<file path="config.mk">
export PLATFORM = sky130hd
export DESIGN_NAME = cache_memory_arbiter
export DESIGN_NICKNAME = d
export VERILOG_FILES = /design/src/rtl/cache_memory_arbiter_pkg.sv /design/src/rtl/cache_arbiter_grant.sv /design/src/rtl/cache_memory_arbiter.sv
export SDC_FILE = /design/constraint.sdc
export NUM_CORES = 1
export LEC_CHECK = 0
export BUFFER_PORTS_ARGS = -buffer_cell sky130_fd_sc_hd__buf_2
export CAP_MARGIN = 20
export CORE_AREA = 2 2 177 179
export DETAILED_ROUTE_END_ITERATION = 12
export DIE_AREA = 0 0 179 181
export HOLD_SLACK_MARGIN = 0.05
export SETUP_SLACK_MARGIN = 0.15
export SYNTH_ARGS = -nofsm -noshare
export SYNTH_HDL_FRONTEND = slang
export SYNTH_HIERARCHICAL = 1
export SYNTH_SLANG_ARGS = --single-unit
</file>
<file path="constraint.sdc">
create_clock -name clock -period 2.3 [get_ports clock]
set_input_delay 0.115 -clock clock [delete_from_list [all_inputs] [get_ports clock]]
set_output_delay 0.115 -clock clock [all_outputs]
set_load 0.05 [all_outputs]
</file>
<file path="src/rtl/cache_memory_arbiter_pkg.sv">
// Shared types for the cache/memory burst arbiter: FSM states, owner encoding and
// the default port widths used by both cache-side memory interfaces.
package cache_memory_arbiter_pkg;

    localparam int ADDR_WIDTH  = 32;
    localparam int DATA_WIDTH  = 64;
    localparam int BURST_WIDTH = 4;
    localparam int BE_WIDTH    = DATA_WIDTH / 8;

    typedef enum logic [1:0] {
        ST_IDLE  = 2'd0,
        ST_CMD   = 2'd1,
        ST_RDATA = 2'd2,
        ST_WDATA = 2'd3
    } arb_state_e;

    typedef enum logic {
        OWNER_I = 1'b0,
        OWNER_D = 1'b1
    } owner_e;

endpackage

</file>
<file path="src/rtl/cache_arbiter_grant.sv">
// Two-way grant pick between the instruction and data cache: round-robin against the
// previous owner, or data cache wins every tie when fixed priority is selected.
module cache_arbiter_grant
    import cache_memory_arbiter_pkg::*;
(
    input  logic   icache_req_i,
    input  logic   dcache_req_i,
    input  owner_e last_owner_i,
    input  logic   priority_mode_i,
    output logic   grant_valid_o,
    output owner_e grant_owner_o
);

    always_comb begin
        grant_valid_o = icache_req_i | dcache_req_i;
        grant_owner_o = OWNER_D;
        if (icache_req_i && dcache_req_i) begin
            if (priority_mode_i) begin
                grant_owner_o = OWNER_D;
            end else begin
                grant_owner_o = (last_owner_i == OWNER_I) ? OWNER_D : OWNER_I;
            end
        end else if (icache_req_i) begin
            grant_owner_o = OWNER_I;
        end
    end

endmodule

</file>
<file path="src/rtl/cache_memory_arbiter.sv">
// Shares one Avalon-MM burst memory port between the instruction cache (line fills) and
// the data cache (line fills and write-backs), one whole burst per grant.
module cache_memory_arbiter
    import cache_memory_arbiter_pkg::*;
#(
    parameter int data_width    = DATA_WIDTH,
    parameter int burst_width   = BURST_WIDTH,
    parameter int priority_mode = 0
) (
    input  logic                    clock,
    input  logic                    reset,
    input  logic [31:0]             i_address,
    input  logic                    i_read,
    input  logic [burst_width-1:0]  i_burstcount,
    output logic                    i_waitrequest,
    output logic [data_width-1:0]   i_readdata,
    output logic                    i_readdatavalid,
    input  logic [31:0]             d_address,
    input  logic                    d_read,
    input  logic                    d_write,
    input  logic [burst_width-1:0]  d_burstcount,
    input  logic [data_width-1:0]   d_writedata,
    input  logic [data_width/8-1:0] d_byteenable,
    output logic                    d_waitrequest,
    output logic [data_width-1:0]   d_readdata,
    output logic                    d_readdatavalid,
    output logic [31:0]             memory_address,
    output logic                    memory_read,
    output logic                    memory_write,
    output logic [burst_width-1:0]  memory_burstcount,
    output logic [data_width-1:0]   memory_writedata,
    output logic [data_width/8-1:0] memory_byteenable,
    input  logic                    memory_waitrequest,
    input  logic [data_width-1:0]   memory_readdata,
    input  logic                    memory_readdatavalid,
    output arb_state_e              dbg_state_o
);

    // Avalon-MM: a command or write beat transfers on a rising edge where it is asserted
    // and its waitrequest is low; read beats transfer on every edge with readdatavalid high.

    arb_state_e             state_q, state_d;
    owner_e                 owner_q, owner_d;
    owner_e                 last_owner_q, last_owner_d;
    logic [burst_width-1:0] beats_left_q, beats_left_d;
    logic [31:0]            cmd_addr_q, cmd_addr_d;
    logic [burst_width-1:0] cmd_burst_q, cmd_burst_d;

    logic                   grant_valid;
    owner_e                 grant_owner;
    logic                   own_req;
    logic                   own_is_read;
    logic [31:0]            own_addr;
    logic [burst_width-1:0] own_burst;
    logic [burst_width-1:0] eff_burst;

    cache_arbiter_grant u_grant (
        .icache_req_i    (i_read),
        .dcache_req_i    (d_read | d_write),
        .last_owner_i    (last_owner_q),
        .priority_mode_i (priority_mode != 0),
        .grant_valid_o   (grant_valid),
        .grant_owner_o   (grant_owner)
    );

    // The icache only ever reads; a dcache asserting read and write together is served as a read.
    assign own_req     = (owner_q == OWNER_I) ? i_read : (d_read | d_write);
    assign own_is_read = (owner_q == OWNER_I) ? 1'b1 : d_read;
    assign own_addr    = (owner_q == OWNER_I) ? i_address : d_address;
    assign own_burst   = (owner_q == OWNER_I) ? i_burstcount : d_burstcount;
    assign eff_burst   = (own_burst == '0) ? burst_width'(1) : own_burst;

    assign i_readdata  = memory_readdata;
    assign d_readdata  = memory_readdata;
    assign dbg_state_o = state_q;

    always_comb begin
        state_d           = state_q;
        owner_d           = owner_q;
        last_owner_d      = last_owner_q;
        beats_left_d      = beats_left_q;
        cmd_addr_d        = cmd_addr_q;
        cmd_burst_d       = cmd_burst_q;
        memory_address    = '0;
        memory_read       = 1'b0;
        memory_write      = 1'b0;
        memory_burstcount = '0;
        memory_writedata  = '0;
        memory_byteenable = '0;
        i_waitrequest     = 1'b1;
        d_waitrequest     = 1'b1;
        i_readdatavalid   = 1'b0;
        d_readdatavalid   = 1'b0;
        case (state_q)
            ST_IDLE: begin
                if (grant_valid) begin
                    owner_d      = grant_owner;
                    last_owner_d = grant_owner;
                    state_d      = ST_CMD;
                end
            end
            ST_CMD: begin
                if (!own_req) begin
                    state_d = ST_IDLE;
                end else begin
                    memory_address    = own_addr;
                    memory_burstcount = eff_burst;
                    memory_read       = own_is_read;
                    memory_write      = !own_is_read;
                    if (!own_is_read) begin
                        memory_writedata  = d_writedata;
                        memory_byteenable = d_byteenable;
                    end
                    if (owner_q == OWNER_I) begin
                        i_waitrequest = memory_waitrequest;
                    end else begin
                        d_waitrequest = memory_waitrequest;
                    end
                    if (!memory_waitrequest) begin
                        cmd_addr_d  = own_addr;
                        cmd_burst_d = eff_burst;
                        if (own_is_read) begin
                            beats_left_d = eff_burst;
                            state_d      = ST_RDATA;
                        end else begin
                            // The command cycle also carries the first write beat.
                            beats_left_d = eff_burst - burst_width'(1);
                            state_d      = (eff_burst == burst_width'(1)) ? ST_IDLE : ST_WDATA;
                        end
                    end
                end
            end
            ST_RDATA: begin
                if (memory_readdatavalid) begin
                    if (owner_q == OWNER_I) begin
                        i_readdatavalid = 1'b1;
                    end else begin
                        d_readdatavalid = 1'b1;
                    end
                    beats_left_d = beats_left_q - burst_width'(1);
                    if (beats_left_q <= burst_width'(1)) begin
                        state_d = ST_IDLE;
                    end
                end
            end
            ST_WDATA: begin
                memory_address    = cmd_addr_q;
                memory_burstcount = cmd_burst_q;
                memory_write      = d_write;
                memory_writedata  = d_writedata;
                memory_byteenable = d_byteenable;
                d_waitrequest     = memory_waitrequest;
                if (d_write && !memory_waitrequest) begin
                    beats_left_d = beats_left_q - burst_width'(1);
                    if (beats_left_q <= burst_width'(1)) begin
                        state_d = ST_IDLE;
                    end
                end
            end
            default: state_d = ST_IDLE;
        endcase
    end

    always_ff @(posedge clock or negedge reset) begin
        if (!reset) begin
            state_q      <= ST_IDLE;
            owner_q      <= OWNER_D;
            last_owner_q <= OWNER_D;
            beats_left_q <= '0;
            cmd_addr_q   <= '0;
            cmd_burst_q  <= '0;
        end else begin
            state_q      <= state_d;
            owner_q      <= owner_d;
            last_owner_q <= last_owner_d;
            beats_left_q <= beats_left_d;
            cmd_addr_q   <= cmd_addr_d;
            cmd_burst_q  <= cmd_burst_d;
        end
    end

endmodule

</file>
### After elaboration in Yosys (flattened, before gate mapping)

Index checks and enable logic that the tools add are counted.

| cells by class | value |
|---|---|
| eq/ne operators | 10 |
| reductions and logical operators | 11 |
| multiplexer cells | 48 |
| $lt $le $gt $ge | 1 |
| add/subtract/negate cells | 2 |
| bitwise operators | 3 |

Operators by type and width:

| kind | number |
|---|---|
| 64-bit two-way mux | 2 |
| 64-bit case mux with 2 select lines | 1 |
| 32-bit two-way mux | 2 |
| 32-bit case mux with 2 select lines | 1 |
| 4-bit two-way mux | 8 |
| 1-bit two-way mux | 18 |
| 2-bit two-way mux | 8 |
| 8-bit two-way mux | 2 |
| 8-bit case mux with 2 select lines | 1 |
| 4-bit case mux with 3 select lines | 1 |
| 2-bit inequality test (second input constant) | 5 |
| 2-bit case mux with 4 select lines | 1 |
| 4-bit case mux with 2 select lines | 1 |
| 4-bit by 1-bit subtractor with 4-bit output (second input constant) | 2 |
| 5-bit AND reduction | 1 |
| 2-bit == test (second input constant) | 2 |
| 4-bit by 1-bit == test with 1-bit output (second input constant) | 1 |
| 4-bit by 1-bit less-or-equal comparator with 1-bit output (second input constant) | 1 |
| 4-bit logical NOT | 1 |
| 1-bit case mux with 2 select lines | 2 |
| 4-bit AND reduction | 1 |
| 3-bit inequality test (second input constant) | 1 |
| 3-bit AND reduction | 1 |
| 3-bit nonzero test | 1 |
| 7 further kinds | 10 |

| storage, ports and cells | value |
|---|---|
| output and inout bits | 244 |
| bits of input ports | 215 |
| flip-flop bits (word level) | 43 |

### Longest topological paths before layout

| depth | value |
|---|---|
| depth after elaboration | 9 |
| mapped depth | 9 |
| gate-level depth less buffers | 9 |

### Modules after synthesis

The synthesis kept the hierarchy.

By module, submodules not included:

| module | seq. area each (µm²) | area an instance (µm²) | cells an instance | instances |
|---|---|---|---|---|
| cache_memory_arbiter | 1,077.3 | 4,186.5 | 535 | 1 |
| cache_arbiter_grant | 0.0 | 21.3 | 4 | 1 |

### Worst setup path after synthesis

No wires, ideal clock.

| timing path | value |
|---|---|
| path kind | register -> output |
| start | register state_q[1], in the netlist dbg_state_o[1] |
| end | output memory_address[23] |
| required time | 2,185 ps |
| stages on the path, launching flop included | 6 |
| setup slack | -443 ps |
| arrival time | 2,628 ps |
| cells stage by stage | dfrtp_1 buf_2 nand2b_4 or3_4 clkbuf_1 o21ai_0 |

| between the ends | value |
|---|---|
| longest elaborated chain between the ends | 2 |

Ends and longest elaborated chain:

| item | line | RTL |
|---|---|---|
| from (decl) | cache_memory_arbiter.sv:42 | `arb_state_e state_q, state_d;` |
| from (signal assigned) | cache_memory_arbiter.sv:173 | `state_q <= state_d;` |
| 2-bit == test or 2-bit by 1-bit == test with 1-bit output (tied branches) | cache_memory_arbiter.sv:94 | `case (state_q)` |
| 32-bit case mux with 2 select lines (*) | cache_memory_arbiter.sv:94 |  |
| to (decl) | cache_memory_arbiter.sv:27 | `output logic [31:0] memory_address,` |

Mark *: on every way between the ends. The rest lies on a longest branch, timed or not.

==> reports/results.tsv <==
metric	value	unit
wl_per_cell	14.9	um
fin_skew	0.0117	ns
synthDistinctLibCells	51	
grt_max_degree	74	
dr.pass1.iters	4	
p_leak	2.92	nW
routabilityCongestion	0.740	
worst-setup-path-type	flop to flop	
dieHeight	181	um
cts_buffer_depth	2	
synth-async-reset-ratio	100	%
drtIter0Drc	159	
tightest_slew	0.563	ns
synth_top_area_share	25.0	%
hold_path_class	input port to flop	
final_cell_count_no_fill	1079	
worst_setup_path_start_kind	flop	
remaining_drc_errors	0	
clk_pin_slew	0.08	ns
drive_gt1_share	58.3	%
tritoncts	yes	
arrival	2.31	ns
period_share	92.4	%
yosysSeqAreaShare	25.6	%
hpwlAfterDp	11.3	mm
routed_wl	16.1	mm
grt-ovfl-total	0	
final_nets	901	
yosysMostFrequentCell	buf_4	
dieArea	0.0324	sq mm
hold_viol	0	
antenna_left	0	
clk_latency	0.30	ns
die_x	179	um
core_area	0.0303	sq mm
cts-htree-levels	2	
via_per_inst	3.73	
numCtsBuffers	5	
grt_pass1_wl	21.5	mm
yosysTopAreaCell	dfrtp_1	
yosysWarnings	6	
grt_pass1_vias	3632	
fmax	471	MHz
synth_ff_type	dfrtp_1	
final_util	19.7	%
worstSetupEndpointType	flop	
cts.sinks	43	
synth_edf_count	0	
io_buffers	266	
synth.area.top_cells	dfrtp_1, buf_4, and2_1	
outcome	completed	
cp_max_fo	7	
synth.top_cells.by_count	buf_4, and2_1, nor2_1, dfrtp_1, nand2_1	
required	2.49	ns
areaGrowthSynthToFinish	41.8	%
start_util	13.9	%
num_antenna_cells	0	
ys_ff_latch	43	
max_slew_margin	62.4	%
critical-path-slowest-cell	dfstp_2	
synth_nets	758	
maxCapViolations	0	
drv_slew	0	
syn_inst	539	
io_pins	459	
postLayoutCellArea	0.00597	sq mm
placed_cells	1053	
cts-root-buf	clkbuf_16	
period_minus_slack	2.12	ns
cp_slowest_stage_delay	0.42	ns
vias	4023	
postSynthAreaPerCell	7.81	sq um
vdd_drop_max	648	uV
setup_viol	0	
grt_usage	8.66	%
synth_area	0.00421	sq mm
post_dp_cell_area	0.00533	sq mm
grt_setup_unrepaired	true	
antenna_found_initial	0	
path_cells	buf_2 -> or3_4 -> a22oi_2 -> ha_1 -> nor2b_2 -> xnor2_1 -> a21oi_1 -> o221a_1	
power.density	1610	mW/mm^2
num_rows	64	
cell usage in the layout (no fill, tap or decap), drive strengths merged, types with 3 or more instances in the layout:
cell / instances
or3: 8
buf: 233
nand2: 42
nor2: 44
inv: 6
nor3b: 3
o21ai: 42
ha: 4
nor3: 5
nand2b: 4
and2: 74
or2: 4
mux2i: 35
dfrtp: 42
clkbuf: 61
nor2b: 5
a21oi: 37
layout make-up:
type / instances / area, sq um
Multi-Input combinational cell: 336 / 2210
Inverter: 6 / 22.5
Fill cell: 3374 / 24400
Timing Repair Buffer: 290 / 1990
Tap cell: 396 / 495
Clock buffer: 5 / 125
Clock inverter: 3 / 46.3
Sequential cell: 43 / 1080
registers in the layout (all words and copies together), names as in the netlist:
register,cells
cmd_burst_q,4
beats_left_q,4
cmd_addr_q,32
last_owner_q,1
dbg_state_o,2
routing by layer:
layer  share of wire (%)  track usage (%)  vias up
met5                   0                0        -
met4                 3.4             3.80        0
met3                 8.6             2.95       54
met2                  44             12.5      180
met1                  44             11.5     1851
li1                    -                -     1938
stage by stage:
| stage | setup slack, ns | total power (W) | setup TNS (ns) | hold WS [ns] |
|---|---|---|---|---|
| after floorplan | -0.0904 | 0.00690 | -2.62 | -0.181 |
| after detailed placement | 0.180 | 0.00802 | 0 | 0.147 |
| after global placement | 0.225 | 0.00796 | 0 | 0.143 |
| after global routing | 0.0738 | 0.0102 | 0 | 0.122 |
| final | 0.175 | 0.00963 | 0 | 0.116 |
| after CTS | 0.0833 | 0.00919 | 0 | 0.109 |
where the power goes:
part	internal, W	total, W	switching (W)	leakage (nW)
combinational	0.00251	0.00736	0.00485	2.36
clock	0.000518	0.000877	0.000359	0.0804
sequential	0.00114	0.00139	0.000250	0.481
worst paths after layout:
kind | startpoint | endpoint | slack, ns | cells after the start
min | i_address[27] | cmd_addr_q[27] | 0.12 | 3
min in group asynchronous | reset | cmd_addr_q[17] | 0.33 | 2
max reg2reg | last_owner_q | beats_left_q[2] | 0.18 | 8
min reg2reg | cmd_addr_q[15] | cmd_addr_q[15] | 0.53 | 2
max | last_owner_q | beats_left_q[2] | 0.18 | 8
max in group asynchronous | reset | cmd_addr_q[3] | 1.23 | 3
critical path: cells and delay by family, from the launching register on:
family          cells  cell delay (ns)
xor+xnor            1             0.12
buf+inv             1             0.16
compound gates      3             0.59
flops               1             0.42
simple gates        2             0.54
fa+ha+maj           1             0.18
cell families after synthesis:
| logic type | synth area share [%] |
|---|---|
| simple gates | 24.4 |
| buf+inv | 26.9 |
| compound gates | 13.1 |
| flops | 25.6 |
| mux | 8.59 |
| fa+ha+maj | 1.19 |
| other cells | 0.0891 |
| xor+xnor | 0.208 |
what timing repair did:
action,in CTS,in global routing
setup endpoints to repair,105,121
resized for setup,30,94
gates cloned,3,4
hold endpoints to repair,22,0
setup buffers,4,6
hold buffers,1,0
pin swaps,3,7
(Power assumes the default switching activity.)
